[src/rtl/hazard_ctrl_pkg.sv]
// ============================================================================
// Module      : riscv_pkg
// Description : Shared types and defaults for the RV32I pipeline hazard control
// Revision    : 1.0 - initial release
// ============================================================================
`default_nettype none

package riscv_pkg;

  localparam int REG_AW_DEFAULT = 5;

  typedef enum logic [1:0] {
    INIT  = 2'd0,
    RUN   = 2'd1,
    MWAIT = 2'd2
  } hz_state_t;

  typedef enum logic [1:0] {
    FWD_RF = 2'b00,
    FWD_W  = 2'b01,
    FWD_M  = 2'b10
  } fwd_sel_t;

endpackage

`default_nettype wire

[src/rtl/hazard_ctrl_if.sv]
// ============================================================================
// Module      : hazard_ctrl_if
// Description : Pipeline <-> hazard controller signal bundle.
//               PERF_CNT_EN adds the performance counter outputs.
// Revision    : 1.0 - initial release
// ============================================================================
`default_nettype none

interface hazard_ctrl_if
  import riscv_pkg::*;
#(
  parameter int REG_AW = REG_AW_DEFAULT
`ifdef PERF_CNT_EN
  ,
  parameter int CNT_W  = 32
`endif
);

  logic [REG_AW-1:0] Rs1D, Rs2D, Rs1E, Rs2E, RdE, RdM, RdW;
  logic              loadE, RegWriteM, RegWriteW, PCSrcE, MemReqM, dmem_ready;
  logic [1:0]        ForwardAE, ForwardBE;
  logic              StallF, StallD, StallE, StallM;
  logic              FlushD, FlushE, FlushW;
  logic              mem_timeout;
`ifdef PERF_CNT_EN
  logic [CNT_W-1:0]  stall_cycles, flush_count;
`endif

  modport master (
    output Rs1D, Rs2D, Rs1E, Rs2E, RdE, RdM, RdW,
    output loadE, RegWriteM, RegWriteW, PCSrcE, MemReqM, dmem_ready,
    input  ForwardAE, ForwardBE, StallF, StallD, StallE, StallM,
    input  FlushD, FlushE, FlushW, mem_timeout
`ifdef PERF_CNT_EN
    ,
    input  stall_cycles, flush_count
`endif
  );

  modport slave (
    input  Rs1D, Rs2D, Rs1E, Rs2E, RdE, RdM, RdW,
    input  loadE, RegWriteM, RegWriteW, PCSrcE, MemReqM, dmem_ready,
    output ForwardAE, ForwardBE, StallF, StallD, StallE, StallM,
    output FlushD, FlushE, FlushW, mem_timeout
`ifdef PERF_CNT_EN
    ,
    output stall_cycles, flush_count
`endif
  );

endinterface

`default_nettype wire

[src/rtl/hazard_ctrl_fwd_sel.sv]
// ============================================================================
// Module      : fwd_sel
// Description : Operand forwarding select for one Execute-stage source register
// Revision    : 1.0 - initial release
// ============================================================================
`default_nettype none

module fwd_sel
  import riscv_pkg::*;
#(
  parameter int REG_AW = REG_AW_DEFAULT
) (
  input  logic [REG_AW-1:0] rs_e,
  input  logic [REG_AW-1:0] rd_m,
  input  logic [REG_AW-1:0] rd_w,
  input  logic              reg_write_m,
  input  logic              reg_write_w,
  output fwd_sel_t          sel
);

  // M is the younger producer, so it wins over W; x0 is never a real producer
  always_comb begin
    sel = FWD_RF;
    if (reg_write_m && (rd_m != '0) && (rd_m == rs_e)) begin
      sel = FWD_M;
    end else if (reg_write_w && (rd_w != '0) && (rd_w == rs_e)) begin
      sel = FWD_W;
    end
  end

endmodule

`default_nettype wire

[src/rtl/hazard_ctrl.sv]
// ============================================================================
// Module      : hazard_ctrl
// Description : 5-stage RV32I hazard sequencer: forwarding, load-use stall,
//               branch flush, dmem wait stall with sticky timeout.
//               PERF_CNT_EN adds saturating stall/flush counters.
// Revision    : 1.0 - initial release
// ============================================================================
`default_nettype none

module hazard_ctrl
  import riscv_pkg::*;
#(
  parameter int INIT_BUBBLES = 2,
  parameter int MEM_TIMEOUT  = 16,
  parameter int REG_AW       = REG_AW_DEFAULT
`ifdef PERF_CNT_EN
  ,
  parameter int CNT_W        = 32
`endif
) (
  input  logic         clk,
  input  logic         rst_n,
  hazard_ctrl_if.slave hz
);

  localparam int INIT_W = (INIT_BUBBLES > 1) ? $clog2(INIT_BUBBLES) : 1;
  localparam int WAIT_W = $clog2(MEM_TIMEOUT + 1);
  localparam logic [INIT_W-1:0] INIT_LOAD = INIT_W'(INIT_BUBBLES - 1);
  localparam logic [WAIT_W-1:0] WAIT_MAX  = WAIT_W'(MEM_TIMEOUT);

  hz_state_t         state, state_nxt;
  logic [INIT_W-1:0] init_cnt, init_cnt_nxt;
  logic [WAIT_W-1:0] wait_cnt, wait_cnt_nxt;
  logic              timeout_q, timeout_nxt;

  logic     stall_f, stall_d, stall_e, stall_m;
  logic     flush_d, flush_e, flush_w;
  logic     pc_flush;
  logic     lwstall;
  logic     active;
  fwd_sel_t fwd_a, fwd_b;

  assign lwstall = hz.loadE && (hz.RdE != '0) &&
                   ((hz.RdE == hz.Rs1D) || (hz.RdE == hz.Rs2D));
  assign active  = rst_n && (state != INIT);

  fwd_sel #(.REG_AW(REG_AW)) u_fwd_a (
    .rs_e        (hz.Rs1E),
    .rd_m        (hz.RdM),
    .rd_w        (hz.RdW),
    .reg_write_m (hz.RegWriteM),
    .reg_write_w (hz.RegWriteW),
    .sel         (fwd_a)
  );

  fwd_sel #(.REG_AW(REG_AW)) u_fwd_b (
    .rs_e        (hz.Rs2E),
    .rd_m        (hz.RdM),
    .rd_w        (hz.RdW),
    .reg_write_m (hz.RegWriteM),
    .reg_write_w (hz.RegWriteW),
    .sel         (fwd_b)
  );

  always_ff @(posedge clk) begin
    if (!rst_n) begin
      state     <= INIT;
      init_cnt  <= INIT_LOAD;
      wait_cnt  <= '0;
      timeout_q <= 1'b0;
    end else begin
      state     <= state_nxt;
      init_cnt  <= init_cnt_nxt;
      wait_cnt  <= wait_cnt_nxt;
      timeout_q <= timeout_nxt;
    end
  end

  always_comb begin
    state_nxt    = state;
    init_cnt_nxt = init_cnt;
    wait_cnt_nxt = wait_cnt;
    timeout_nxt  = timeout_q;
    stall_f      = 1'b0;
    stall_d      = 1'b0;
    stall_e      = 1'b0;
    stall_m      = 1'b0;
    flush_d      = 1'b0;
    flush_e      = 1'b0;
    flush_w      = 1'b0;
    pc_flush     = 1'b0;

    unique case (state)
      INIT: begin
        stall_f = 1'b1;
        flush_d = 1'b1;
        flush_e = 1'b1;
        flush_w = 1'b1;
        if (init_cnt == '0) begin
          state_nxt = RUN;
        end else begin
          init_cnt_nxt = init_cnt - INIT_W'(1);
        end
      end

      RUN: begin
        // A missed dmem request freezes the whole pipe already in this cycle
        if (hz.MemReqM && !hz.dmem_ready) begin
          state_nxt    = MWAIT;
          wait_cnt_nxt = WAIT_W'(1);
          stall_f      = 1'b1;
          stall_d      = 1'b1;
          stall_e      = 1'b1;
          stall_m      = 1'b1;
          flush_w      = 1'b1;
        end else if (hz.PCSrcE) begin
          flush_d  = 1'b1;
          flush_e  = 1'b1;
          pc_flush = 1'b1;
        end else if (lwstall) begin
          stall_f = 1'b1;
          stall_d = 1'b1;
          flush_e = 1'b1;
        end
      end

      MWAIT: begin
        stall_f = 1'b1;
        stall_d = 1'b1;
        stall_e = 1'b1;
        stall_m = 1'b1;
        flush_w = 1'b1;
        if (wait_cnt != WAIT_MAX) begin
          wait_cnt_nxt = wait_cnt + WAIT_W'(1);
        end
        if (hz.dmem_ready) begin
          state_nxt = RUN;
        end else if (wait_cnt == WAIT_MAX) begin
          timeout_nxt = 1'b1;
        end
      end

      default: begin
        state_nxt = INIT;
      end
    endcase

    if (!rst_n) begin
      stall_f  = 1'b1;
      stall_d  = 1'b0;
      stall_e  = 1'b0;
      stall_m  = 1'b0;
      flush_d  = 1'b1;
      flush_e  = 1'b1;
      flush_w  = 1'b1;
      pc_flush = 1'b0;
    end
  end

  assign hz.ForwardAE   = active ? fwd_a : FWD_RF;
  assign hz.ForwardBE   = active ? fwd_b : FWD_RF;
  assign hz.StallF      = stall_f;
  assign hz.StallD      = stall_d;
  assign hz.StallE      = stall_e;
  assign hz.StallM      = stall_m;
  assign hz.FlushD      = flush_d;
  assign hz.FlushE      = flush_e;
  assign hz.FlushW      = flush_w;
  assign hz.mem_timeout = timeout_q;

`ifdef PERF_CNT_EN
  logic [CNT_W-1:0] stall_cycles, flush_count;

  always_ff @(posedge clk) begin
    if (!rst_n) begin
      stall_cycles <= '0;
      flush_count  <= '0;
    end else begin
      if (active && stall_f && (stall_cycles != '1)) begin
        stall_cycles <= stall_cycles + CNT_W'(1);
      end
      if (pc_flush && (flush_count != '1)) begin
        flush_count <= flush_count + CNT_W'(1);
      end
    end
  end

  assign hz.stall_cycles = stall_cycles;
  assign hz.flush_count  = flush_count;
`endif

endmodule

`default_nettype wire

[src/flat_wrapper.sv]
// flat-port wrapper written by rule: the top's interface ports become plain ports
module hazard_ctrl_flat import riscv_pkg::*;
#(
  parameter int INIT_BUBBLES = 2,
  parameter int MEM_TIMEOUT  = 16,
  parameter int REG_AW       = REG_AW_DEFAULT

)
  (clk, rst_n, hz_Rs1D, hz_Rs2D, hz_Rs1E, hz_Rs2E, hz_RdE, hz_RdM, hz_RdW, hz_loadE, hz_RegWriteM, hz_RegWriteW, hz_PCSrcE, hz_MemReqM, hz_dmem_ready, hz_ForwardAE, hz_ForwardBE, hz_StallF, hz_StallD, hz_StallE, hz_StallM, hz_FlushD, hz_FlushE, hz_FlushW, hz_mem_timeout);
  hazard_ctrl_if #(.REG_AW(REG_AW)) hz_i ();
  input  logic clk;
  input  logic rst_n;
  input wire logic [$bits(hz_i.Rs1D)-1:0] hz_Rs1D;
  input wire logic [$bits(hz_i.Rs2D)-1:0] hz_Rs2D;
  input wire logic [$bits(hz_i.Rs1E)-1:0] hz_Rs1E;
  input wire logic [$bits(hz_i.Rs2E)-1:0] hz_Rs2E;
  input wire logic [$bits(hz_i.RdE)-1:0] hz_RdE;
  input wire logic [$bits(hz_i.RdM)-1:0] hz_RdM;
  input wire logic [$bits(hz_i.RdW)-1:0] hz_RdW;
  input wire logic [$bits(hz_i.loadE)-1:0] hz_loadE;
  input wire logic [$bits(hz_i.RegWriteM)-1:0] hz_RegWriteM;
  input wire logic [$bits(hz_i.RegWriteW)-1:0] hz_RegWriteW;
  input wire logic [$bits(hz_i.PCSrcE)-1:0] hz_PCSrcE;
  input wire logic [$bits(hz_i.MemReqM)-1:0] hz_MemReqM;
  input wire logic [$bits(hz_i.dmem_ready)-1:0] hz_dmem_ready;
  output wire logic [$bits(hz_i.ForwardAE)-1:0] hz_ForwardAE;
  output wire logic [$bits(hz_i.ForwardBE)-1:0] hz_ForwardBE;
  output wire logic [$bits(hz_i.StallF)-1:0] hz_StallF;
  output wire logic [$bits(hz_i.StallD)-1:0] hz_StallD;
  output wire logic [$bits(hz_i.StallE)-1:0] hz_StallE;
  output wire logic [$bits(hz_i.StallM)-1:0] hz_StallM;
  output wire logic [$bits(hz_i.FlushD)-1:0] hz_FlushD;
  output wire logic [$bits(hz_i.FlushE)-1:0] hz_FlushE;
  output wire logic [$bits(hz_i.FlushW)-1:0] hz_FlushW;
  output wire logic [$bits(hz_i.mem_timeout)-1:0] hz_mem_timeout;
  assign hz_i.Rs1D = hz_Rs1D;
  assign hz_i.Rs2D = hz_Rs2D;
  assign hz_i.Rs1E = hz_Rs1E;
  assign hz_i.Rs2E = hz_Rs2E;
  assign hz_i.RdE = hz_RdE;
  assign hz_i.RdM = hz_RdM;
  assign hz_i.RdW = hz_RdW;
  assign hz_i.loadE = hz_loadE;
  assign hz_i.RegWriteM = hz_RegWriteM;
  assign hz_i.RegWriteW = hz_RegWriteW;
  assign hz_i.PCSrcE = hz_PCSrcE;
  assign hz_i.MemReqM = hz_MemReqM;
  assign hz_i.dmem_ready = hz_dmem_ready;
  assign hz_ForwardAE = hz_i.ForwardAE;
  assign hz_ForwardBE = hz_i.ForwardBE;
  assign hz_StallF = hz_i.StallF;
  assign hz_StallD = hz_i.StallD;
  assign hz_StallE = hz_i.StallE;
  assign hz_StallM = hz_i.StallM;
  assign hz_FlushD = hz_i.FlushD;
  assign hz_FlushE = hz_i.FlushE;
  assign hz_FlushW = hz_i.FlushW;
  assign hz_mem_timeout = hz_i.mem_timeout;
  hazard_ctrl #(.INIT_BUBBLES(INIT_BUBBLES), .MEM_TIMEOUT(MEM_TIMEOUT), .REG_AW(REG_AW)) u_core (.clk(clk), .rst_n(rst_n), .hz(hz_i));
endmodule
[config.mk]
export PLATFORM = sky130hd
export DESIGN_NAME = hazard_ctrl_flat
export DESIGN_NICKNAME = d
export VERILOG_FILES = /design/src/rtl/hazard_ctrl_pkg.sv /design/src/rtl/hazard_ctrl_if.sv /design/src/rtl/hazard_ctrl_fwd_sel.sv /design/src/rtl/hazard_ctrl.sv /design/src/flat_wrapper.sv
export SDC_FILE = /design/constraint.sdc
export NUM_CORES = 1
export LEC_CHECK = 0
export ABC_CLOCK_PERIOD_IN_PS = 2410
export CAP_MARGIN = 20
export CORE_MARGIN = 3
export CORE_UTILIZATION = 30
export DETAILED_ROUTE_END_ITERATION = 8
export GPL_TIMING_DRIVEN = 0
export HOLD_SLACK_MARGIN = 0.06
export PLACE_DENSITY = 0.74
export REMOVE_ABC_BUFFERS = 1
export SLEW_MARGIN = 10
export SYNTH_ARGS = -nofsm -noshare
export SYNTH_HDL_FRONTEND = slang
export SYNTH_SLANG_ARGS = --single-unit
[constraint.sdc]
create_clock -name clk -period 2.41 [get_ports clk]
set_input_delay 0.3615 -clock clk [delete_from_list [all_inputs] [get_ports clk]]
set_output_delay 0.3615 -clock clk [all_outputs]
set_load 0.05 [all_outputs]
* Word level (Yosys, flattened, before mapping) *
Cells that the tools add are included.

word-level totals
  flip-flop bits (word level) = 9
  bits in latches = 0
  memory bits (writable) = 0
  memory bits (read-only) = 0
  bits of input ports = 43
  output and inout bits = 12
  memories = 0

cells by class
  add/subtract/negate cells = 2
  multiply operators = 0
  divide/modulo/power cells = 0
  order comparisons = 0
  equal/unequal tests = 14
  shifts and indexed selects = 0
  mux-type cells = 34
  bitwise gates (word level) = 1
  reduce and logical (&&, ||, !) cells = 22

operator list
  operator             count
  $eq 5x5->1           6
  $mux 1               17
  $reduce_bool 5->1    3
  $mux 2               7
  $pmux 1 s2           6
  $logic_and 1x1->1    10
  $mux 5               2
  $pmux 5 s2           1
  $reduce_and 3->1     3
  $pmux 2 s3           1
  $add 5x1->5 const B  1
  $eq 5x5->1 const B   1
  $ne 5x5->1 const B   1
  $ne 2x1->1 const B   2
  $ne 2x2->1 const B   2
  $reduce_bool 2->1    2
  $eq 2x1->1 const B   1
  $eq 2x2->1 const B   1
  $logic_not 2->1      1
  $reduce_or 2->1      1
  $logic_not 1->1      1
  $logic_or 1x1->1     1
  $not 1->1            1
  $sub 1x1->1 const B  1

* Longest topological paths before layout *
  depth in word-level cells = 8
  depth in mapped cells = 6
  depth with buffers taken out = 6

* Modules after synthesis *
Synthesis repeated with hierarchy kept, for this count alone.

unflattened totals
  cell total of the unflattened synthesis = 140
  area total of the unflattened synthesis = 1074.8 um^2

modules (own cells, without submodules)
  module       times used  cells an instance  area each (um^2)  sequential area each (um^2)
  hazard_ctrl  1           100                772.0             180.2
  fwd_sel      2           20                 151.4             0.0

* Least setup slack after synthesis *
Ideal clock, no wire load.

  path kind = register to output
  start point = register u_core.state[1]
  end point = output hz_StallF
  arrival = 2.486 ns
  required time = 2.049 ns
  setup slack = -0.438 ns
  cell stages (with the launch flop) = 7
  path buffers = 0
  cells stage by stage = dfxtp_1 inv_1 ha_1 and3b_1 nor3_1 o21ai_0 o21bai_1

on the way
  longest elaborated chain between the ends = 4
  elaborated cells between the ends (all ways) = 6

RTL lines
  element                                        line                RTL
  start, declared                                hazard_ctrl.sv:31   hz_state_t state, state_nxt;
  start signal, assigned                         hazard_ctrl.sv:72   state <= state_nxt;
  $eq 2x2->1 or $logic_not 2->1 (tied branches)  hazard_ctrl.sv:93   unique case (state)
  $reduce_or 2->1 (no source line)               --
  $pmux 1 s2 (*)                                 hazard_ctrl.sv:93
  $mux 1 (*)                                     hazard_ctrl.sv:148  if (!rst_n) begin
  end, declared                                  flat_wrapper.sv:28  output wire logic [$bits(hz_i.StallF)-1:0] hz_StallF;

Every way passes the cells marked *; elsewhere a longest branch is shown, timed or not.

* Final worst setup path *
  start point = input hz_RdM[4]
  end point = output hz_ForwardBE[0]

on the way
  longest elaborated chain between the ends = 5
  elaborated cells between the ends (all ways) = 6

RTL lines
  element                line                       RTL
  start, declared        flat_wrapper.sv:18         input wire logic [$bits(hz_i.RdM)-1:0] hz_RdM;
  $reduce_bool 5->1      hazard_ctrl_fwd_sel.sv:24  if (reg_write_m && (rd_m != '0) && (rd_m == rs_e)) begin
  $logic_and 1x1->1      hazard_ctrl_fwd_sel.sv:24
  $logic_and 1x1->1 (*)  hazard_ctrl_fwd_sel.sv:24
  $mux 2 (*)             hazard_ctrl_fwd_sel.sv:24
  $mux 2 (*)             hazard_ctrl.sv:161         assign hz.ForwardBE = active ? fwd_b : FWD_RF;
  end, declared          flat_wrapper.sv:27         output wire logic [$bits(hz_i.ForwardBE)-1:0] hz_ForwardBE;

Marks and branches as above.

==> results.yml <==
critical_path:
  path_buf_inv: 2
  slowest_delay_ns: 0.56
  path_class: "primary input to output pin"
  cp_top_family: "simple AND/OR/NAND/NOR gates"
  critPathMaxFanout: 4
  r2r-start: "u_core.state[1]"
  cpMaxStageDelayCell: "or4_4"
  worstSetupStartpointType: "primary input"
  rr_endpoint: "u_core.wait_cnt[3]"
  path_cells: "dlygate4sd2_1 > or4_4 > o21ai_4 > nor3_1 > nor4_2 > buf_4"
  r2r_setup_slack_ns: 0.74
  crit_arrival_ns: 1.97
  cp_data_required_time_ns: 2.05
  worst_r2r_path_depth: 6
  cp-end-kind: "output pin"
clock_tree:
  htree_levels: 1
  cts_sinks: 9
  clk_pin_slew_worst_paths_ns: 0.06
  cts_tree: "done"
  clock_latency_ns: 0.25
  cts_root_buf: "clkbuf_4"
  cts_inserted_buffers: 3
  clock_tree.buffer_depth: 2
synthesis:
  avgSynthCellArea_um2: 7.960
  ys_top_cells_by_area: "dfxtp_1 (18%), xor2_1 (17%), xnor2_1 (8.7%)"
  synth_top_cell_by_area: "dfxtp_1"
  ys.warnings.count: 0
  synth.yosys.seq_area_share: 0.1782
  yosysUniqueCellTypes: 32
  synth_top_area_frac: 0.1782
  synth_seq_cells: 9
  syn-cell-area_um2: 1011
  synthCells: 127
global_routing:
  grt_pass1_vias: 1148
  antenna_found_initial: 0
  grt_pass1_wl_um: 4912
  track_usage: 0.1457
  grt_max_degree: 12
  grt_overflow: 0
placement:
  dp_cells: 223
  dpl_worst_slack_ns: -0.7955
  gp_congestion: 0.8153
  hpwlAfterDp_um: 2556
  port_buffers: 54
timing:
  min_period_ns: 2.330
  setup_viol: 0
  finalHoldViolCount: 0
  fin_setup_tns_ns: 0
  slew_headroom: 0.6642
  min_period_over_period: 0.9668
  fin_skew_ns: 0.006188
  worstMarginPinSlew_ns: 0.5021
  drv_slew: 0
  timing.fmax_mhz: 429.2
  worst_slack_ns: 0.08008
cells_and_area:
  area_delta_synth_final_pct: 61.39
  antenna_cells: 0
  nFillCells: 295
  layout_common_cells: "clkdlybuf4s50_1 (33), xor2_1 (20), inv_1 (11), dlygate4sd2_1 (11), xnor2_1 (10)"
  final_cells: 227
  drive_gt1_frac: 0.1202
  utilization: 0.5216
  final_common_cell: "clkdlybuf4s50_1"
  nets: 233
worst_hold_path:
  holdPathEnd: "u_core.init_cnt"
  hp-class: "register to register"
  hp-start: "u_core.init_cnt"
  whs_path_depth: 2
die:
  dieArea_um2: 4102
  io_pins: 55
  start_util: 0.3232
  die_height_um: 64.05
  die_w_um: 64.05
  core-area_um2: 3128
  row_count: 20
job:
  drv_cap: 0
pwr:
  power_switching_uw: 308.9
  power_frac_clock: 0.162
  p_leak_nw: 0.6483
  p_total_uw: 721.9
  p_int_uw: 413.0
  p_seq_frac: 0.254
  p_comb_frac: 0.584
  powerDensity_nw_per_um2: 442.4
  max-vdd-ir-drop_v: 0.0002166
  swShare: 0.4279
routing:
  viasPerCell: 4.806
  drcViolationCount: 0
  drt_iter0_markers: 16
  ant_nets: 0
  first_pass_iters: 4
  routed_wirelength_um: 3017
  wl_per_cell_um: 13.29
  vias: 1091
status:
  outcome: "completed"
## through the flow
step                area, um^2  hold WS, ns
floorplan                999.7       0.4377
global placement          1595       0.4630
detailed placement        1595       0.4710
CTS                       1599       0.4779
global route              1632       0.5159
finish                    1632       0.4769
## layer usage
layer / global-route usage / up-vias / routed length (um)
met1: 0.1661 / 490 / 1273
met5: 0 / - / 0
li1: - / 561 / -
met4: 0.06199 / 0 / 48
met3: 0.03866 / 4 / 204
met2: 0.2529 / 36 / 1491
## power by group through the flow
stage / clock [mW] / sequential, mW / combinational, mW
floorplan: 0 / 0.181 / 0.252
CTS: 0.123 / 0.183 / 0.403
detailed placement: 0 / 0.185 / 0.416
finish: 0.117 / 0.183 / 0.422
global route: 0.131 / 0.186 / 0.464
global placement: 0 / 0.182 / 0.406
## cell families after synthesis
logic type               count (synthesis)  synth area share
AND/OR/NAND/NOR                         42            0.2500
XOR/XNOR                                30            0.2599
AO/OA/AOI/OAI                           27            0.1856
buffers and inverters                   13           0.05198
flip-flops                               9            0.1782
adder cells (fa/ha/maj)                  6           0.07426
## synthesized netlist by cell type (all sizes together)
| master | instances |
|---|---|
| a21boi | 2 |
| a21o | 2 |
| a21oi | 5 |
| a221oi | 1 |
| a22oi | 1 |
| and3b | 1 |
| buf | 1 |
| clkbuf | 1 |
| dfxtp | 9 |
| ha | 6 |
| inv | 11 |
| nand2 | 6 |
| nand2b | 2 |
| nand3 | 5 |
| nor2 | 5 |
| nor2b | 3 |
| nor3 | 5 |
| nor4 | 4 |
| nor4bb | 1 |
| o2111ai | 1 |
| o211a | 1 |
| o21ai | 8 |
| o21bai | 2 |
| o311a | 1 |
| o31ai | 3 |
| or3 | 1 |
| or4 | 9 |
| xnor2 | 10 |
| xor2 | 20 |
## final cells by class
type | count | area (um^2) | area share
well taps | 44 | 55.05 | 0.03374
repair buffers | 54 | 508.0 | 0.3114
inverters | 11 | 41.29 | 0.02531
flip-flops and latches | 9 | 182.7 | 0.1120
clock buffers | 4 | 26.28 | 0.01610
multi-input cells | 105 | 818.3 | 0.5015
## worst max-delay path by stage
stage                    start              end  slack [ns]  depth (start not counted)
2_1_floorplan  u_core.state[1]        hz_StallD       -0.59                          6
3_3_place_gp         hz_RdM[1]  hz_ForwardAE[0]       -0.76                          6
3_5_place_dp         hz_RdM[1]  hz_ForwardAE[0]       -0.80                          6
4_1_cts              hz_RdE[3]        hz_StallD       0.009                          6
5_1_grt        u_core.state[0]        hz_FlushW       -0.03                          5
6_report             hz_RdM[4]  hz_ForwardBE[0]        0.08                          6
## repair_timing
item                       in CTS  in global routing
setup endpoints to repair      11                  8
buffers inserted                0                  0
pin swaps                       3                  4
gates resized for setup        49                 20
hold buffers                    0                  0
## tightest hold or removal path, cell delays in order (launching register included)
cell	delay, ns
dfxtp_1	0.31
inv_1	0.05
o21ai_0	0.07
## sequential cells by signal, indices dropped and copies added, names as in the netlist
| signal | flops |
|---|---|
| u_core.wait_cnt | 5 |
| u_core.state | 2 |
| u_core.init_cnt | 1 |
| u_core.hz.mem_timeout | 1 |
(Power assumes the default switching activity.)
